===== config.mk =====
export PLATFORM = sky130hd
export DESIGN_NAME = turfio_cin_tx
export DESIGN_NICKNAME = d
export VERILOG_FILES = /design/src/rtl/turfio_cin_tx.sv
export SDC_FILE = /design/constraint.sdc
export NUM_CORES = 1
export LEC_CHECK = 0
export ABC_AREA = 1
export CAP_MARGIN = 20
export CORE_MARGIN = 10
export CORE_UTILIZATION = 50
export CTS_CLUSTER_SIZE = 8
export DETAILED_ROUTE_END_ITERATION = 12
export PLACE_DENSITY_LB_ADDON = 0.1
export SYNTH_ARGS = -nofsm -noshare
export SYNTH_HDL_FRONTEND = slang
export SYNTH_SLANG_ARGS = --single-unit

===== constraint.sdc =====
create_clock -name clk_i -period 2.3 [get_ports clk_i]
set_input_delay 0.345 -clock clk_i [delete_from_list [all_inputs] [get_ports clk_i]]
set_output_delay 0.345 -clock clk_i [all_outputs]
set_load 0.05 [all_outputs]

===== src/rtl/turfio_cin_tx.sv =====
// Transmit end of the TURFIO->TURF CIN link: buffers 16-bit trigger words in a
// FWFT FIFO and emits one framed 32-bit word per clock, or the training pattern.
module turfio_cin_tx #(
    parameter logic [31:0] TRAIN_VALUE = 32'hA55A6996,
    parameter int          FIFO_DEPTH  = 16
) (
    input  logic                        clk_i,
    input  logic                        rst_n_i,
    input  logic                        phase_i,
    input  logic                        train_i,
    input  logic                        err_clr_i,
    input  logic [15:0]                 trig_dat_i,
    input  logic                        trig_valid_i,
    output logic                        trig_ready_o,
    output logic [31:0]                 dout_o,
    output logic                        training_o,
    output logic                        phase_err_o,
    output logic [$clog2(FIFO_DEPTH):0] fifo_count_o
);
    localparam int          AW         = $clog2(FIFO_DEPTH);
    localparam logic [AW:0] FULL_COUNT = (AW + 1)'(FIFO_DEPTH);

    typedef enum logic [1:0] {
        ST_TRAIN = 2'd0,
        ST_ARM   = 2'd1,
        ST_RUN   = 2'd2
    } state_t;

    state_t        state_reg, state_next;

    logic [2:0]    slot_reg;
    logic [2:0]    cur_slot;
    logic          phase_err_reg;
    logic          phase_err_set;

    logic [15:0]   mem [FIFO_DEPTH];
    logic [AW-1:0] wr_ptr_reg, rd_ptr_reg;
    logic [AW:0]   count_reg;
    logic          full, empty, push, pop;
    logic [15:0]   head;

    logic          emit;
    logic [11:0]   seq_reg, seq_next;
    logic [31:0]   dout_reg, dout_next;
    logic          training_reg;

    // cur_slot is the slot of the word being built this cycle; a phase pulse
    // always realigns it to 0, and is only legitimate right after slot 7.
    assign cur_slot      = phase_i ? 3'd0 : slot_reg + 3'd1;
    assign phase_err_set = phase_i && (slot_reg != 3'd7);

    always_ff @(posedge clk_i or negedge rst_n_i) begin
        if (!rst_n_i) begin
            slot_reg      <= 3'd0;
            phase_err_reg <= 1'b0;
        end else begin
            slot_reg <= cur_slot;
            if (phase_err_set)
                phase_err_reg <= 1'b1;
            else if (err_clr_i)
                phase_err_reg <= 1'b0;
        end
    end

    // Trigger FIFO: first-word-fall-through, head read straight from the array.
    assign full  = (count_reg == FULL_COUNT);
    assign empty = (count_reg == '0);
    assign push  = trig_valid_i && !full;
    assign head  = mem[rd_ptr_reg];

    always_ff @(posedge clk_i) begin
        if (push)
            mem[wr_ptr_reg] <= trig_dat_i;
    end

    always_ff @(posedge clk_i or negedge rst_n_i) begin
        if (!rst_n_i) begin
            wr_ptr_reg <= '0;
            rd_ptr_reg <= '0;
            count_reg  <= '0;
        end else begin
            if (push)
                wr_ptr_reg <= wr_ptr_reg + AW'(1);
            if (pop)
                rd_ptr_reg <= rd_ptr_reg + AW'(1);
            case ({push, pop})
                2'b10:   count_reg <= count_reg + (AW + 1)'(1);
                2'b01:   count_reg <= count_reg - (AW + 1)'(1);
                default: count_reg <= count_reg;
            endcase
        end
    end

    always_ff @(posedge clk_i or negedge rst_n_i) begin
        if (!rst_n_i)
            state_reg <= ST_TRAIN;
        else
            state_reg <= state_next;
    end

    // Leaving RUN waits for the slot-7 word so a frame is never cut short.
    always_comb begin
        state_next = state_reg;
        case (state_reg)
            ST_TRAIN: begin
                if (!train_i)
                    state_next = ST_ARM;
            end
            ST_ARM: begin
                if (train_i)
                    state_next = ST_TRAIN;
                else if (phase_i)
                    state_next = ST_RUN;
            end
            ST_RUN: begin
                if (train_i && (cur_slot == 3'd7))
                    state_next = ST_TRAIN;
            end
            default: state_next = ST_TRAIN;
        endcase
    end

    // The ARM cycle that sees phase_i already builds the slot-0 word, so the
    // first frame lines up with the phase sequence.
    always_comb begin
        emit      = 1'b0;
        dout_next = TRAIN_VALUE;
        case (state_reg)
            ST_RUN:  emit = 1'b1;
            ST_ARM:  emit = phase_i && !train_i;
            default: emit = 1'b0;
        endcase
        pop      = emit && !empty;
        seq_next = seq_reg + {11'd0, pop};
        if (emit)
            dout_next = {(pop ? head : 16'h0000), pop, cur_slot, seq_reg};
    end

    always_ff @(posedge clk_i or negedge rst_n_i) begin
        if (!rst_n_i) begin
            seq_reg      <= 12'd0;
            dout_reg     <= 32'h0;
            training_reg <= 1'b1;
        end else begin
            seq_reg      <= seq_next;
            dout_reg     <= dout_next;
            training_reg <= !emit;
        end
    end

    assign trig_ready_o = !full;
    assign dout_o       = dout_reg;
    assign training_o   = training_reg;
    assign phase_err_o  = phase_err_reg;
    assign fifo_count_o = count_reg;

endmodule


==> qor.csv <==
metric,value,unit
slowest CP cell,clkdlybuf4s50_1,
met2 Use GR,0.309,
Die H,181,µm
Placer Congestion,0.847,
Pwr per Cell Area,1290,mW/mm²
Setup crit start kind,register,
first-pass GRT wire length,50000,µm
syn_nets,1137,
Lkg Pwr,5.92,nW
skew final,0.0180,ns
DRC Markers,0,
fin crit period,2.20,ns
GRT Residual Overflow,0,
# H-tree levels,2,
Vias per Instance,5.43,
largest net degree at the start of global routing,118,
CP arrival,1.85,ns
final setup vio count,0,
Max Root-Sink Buffers,3,
Final Hold Vio Count,0,
WP data required,1.96,ns
top cell type's share of synthesized area,0.595,
met3 usage,0.0310,
Initial Util,0.511,
remaining antenna violation count after routing,0,
Worst VDD drop,0.927,mV
DR vias,8491,
post-synthesis sequential area ratio,0.719,
Num CTS Buffers,45,
Pins Over Slew Limit,0,
input/output buffers,61,
cell chain of the critical path,clkdlybuf4s50_1,
Die ar.,0.0327,mm²
Tcrit/Tclk final,0.954,
GR peak layer,met2,
Netlist cell types,30,
clk slew on worst S/H paths,0.05,ns
max reg flops,256,
"Largest stage delay, worst path",0.86,ns
worst slew pin tran,0.658,ns
Top Ports,62,
"Area growth, synth to finish",21.1,%
Overall Global Routing Usage,0.194,
"Clk Latency, worst-skew pair",0.54,ns
Cell Rows,58,
total routed wirelength,31900,µm
initial antenna violation count,0,
Hold/Removal Path Class,in -> async,
fin nets,1238,
Crit path max-delay family,buffers and inverters,
Ant. Diodes,0,
Core Footprint,0.0253,mm²
RSZ-0062 raised after global routing,yes,
CTS tree,done,
"Avg Cell Area, Syn",11.8,µm²
vias in the first global route,8304,
die width,181,µm
Root Driver,clkbuf_16,
DRT iter0 DRCs,644,
CP Class,reg -> out,
met1 usage,0.271,
status,completed,
Ys Warns,0,
hold_ws,0.387,ns
worst-path maximum fanout,5,
Final Util,0.618,
Max Cap Viol,0,
Yosys reg bits,320,
largest area contributor in the synthesized netlist,edfxtp_1,
synthesized cell area,0.0129,mm²
Routed WL per cell,20.4,µm
Synth area leaders,"edfxtp_1, dfrtp_1, nand2_1",
DR pass1 iterations,5,
Critical Path Sink Type,output port,
Rel. slew slack,0.561,
hpwl dp,17600,µm
fmax,456,MHz
crit path buf inv count,1,
share of layout cells above drive strength 1,0.114,
Num Clock Sinks,320,
Syn Inst Count,1099,
cell usage after synthesis:
master / n
dfrtp_1: 63
a21boi_0: 1
o22ai_1: 1
xor2_1: 14
a21oi_1: 27
nand2_2: 1
buf_2: 21
nand3_1: 226
nand3b_1: 1
buf_4: 14
nand2_1: 331
ha_1: 16
o21ai_0: 8
inv_2: 4
nor2_1: 40
nor2_4: 1
nor4_1: 1
dfstp_2: 1
clkbuf_1: 14
inv_1: 34
edfxtp_1: 256
buf_1: 3
buf_6: 5
or2_2: 2
clkinv_1: 1
nor3_1: 6
nand4_1: 3
xnor2_1: 2
nor3_2: 1
o21bai_1: 1
final timing paths:
kind                       slack [ns]  cells after the start                          end                         from
max                              0.10                      1              fifo_count_o[1]  fifo_count_o[1]$_DFFE_PN0P_
max in group asynchronous        1.25                      3          dout_o[1]$_DFF_PN0_                      rst_n_i
min in group clk_i               0.39                      2      phase_err_o$_DFFE_PN0P_                    err_clr_i
min reg2reg                      0.47                      1        slot_reg[0]$_DFF_PN0_        slot_reg[0]$_DFF_PN0_
min                              0.39                      2         dout_o[25]$_DFF_PN0_                      rst_n_i
max reg2reg                      0.11                     16  fifo_count_o[4]$_DFFE_PN0P_     state_reg[1]$_DFFE_PN0P_
metrics by stage:
step	power [mW]	setup TNS [ns]	setup slack (ns)	cell area, µm²	std cells
finish	20.2	0	0.105	15700	1564
global route	21.3	-0.142	-0.0921	15700	1564
CTS	20.3	0	0.0592	15600	1562
detailed placement	14.2	-0.152	-0.0993	14300	1480
global placement	14.1	-0.00859	-0.00859	14300	1480
floorplan	11.9	-71.29	-0.516	13000	1099
metal layers:
metal | part of all wire | up-vias | routed length (µm)
met5 | 0 | - | 0
met4 | 0.019 | 0 | 617
met3 | 0.059 | 51 | 1890
met2 | 0.48 | 272 | 15300
met1 | 0.44 | 4150 | 14200
li1 | - | 4018 | -
layout by cell type (no fill, tap or decap), drive strengths merged:
cell,n
xor2,14
o21ai,8
nand3b,1
nor3,7
xnor2,2
nand2,332
clkinv,2
nor4,1
a21boi,1
o21bai,1
dlygate4sd3,1
dfrtp,63
nand4,3
nor2,41
buf,50
o22ai,1
nand3,226
edfxtp,256
or2,2
inv,38
dfstp,1
ha,16
a21oi,27
clkbuf,81
clkdlybuf4s50,59
cell families after synthesis:
logic type / count (synthesis) / share of synthesized area
simple gates: 613 / 0.203
flops: 320 / 0.719
buf+inv: 96 / 0.0369
compound gates: 38 / 0.0152
xor+xnor: 16 / 0.0108
fa+ha+maj: 16 / 0.0155
area by class of cell:
cell class	instances	area, µm²
clock buffer	80	1300
clock inverter	1	8.76
fill	2010	9660
inverter	39	148
multi-input combinational	683	3270
sequential	320	9300
tap	330	413
timing repair buffer	111	1220
repair_timing:
action                                  CTS  global route
buffers inserted                          0             2
endpoints found under the setup margin    1             6
hold buffers                              1             0
gates resized for setup                   1             9
endpoints found under the hold margin    40             0
pin swaps                                 0             2
where the power goes:
group	leakage [nW]	internal [mW]	total (mW)	switching (mW)
Combinational	2.24	2.10	6.64	4.55
Clock	0.623	3.78	6.09	2.32
Sequential	3.05	7.06	7.45	0.393
Total	5.92	12.9	20.2	7.26
(Power assumes the default switching activity.)
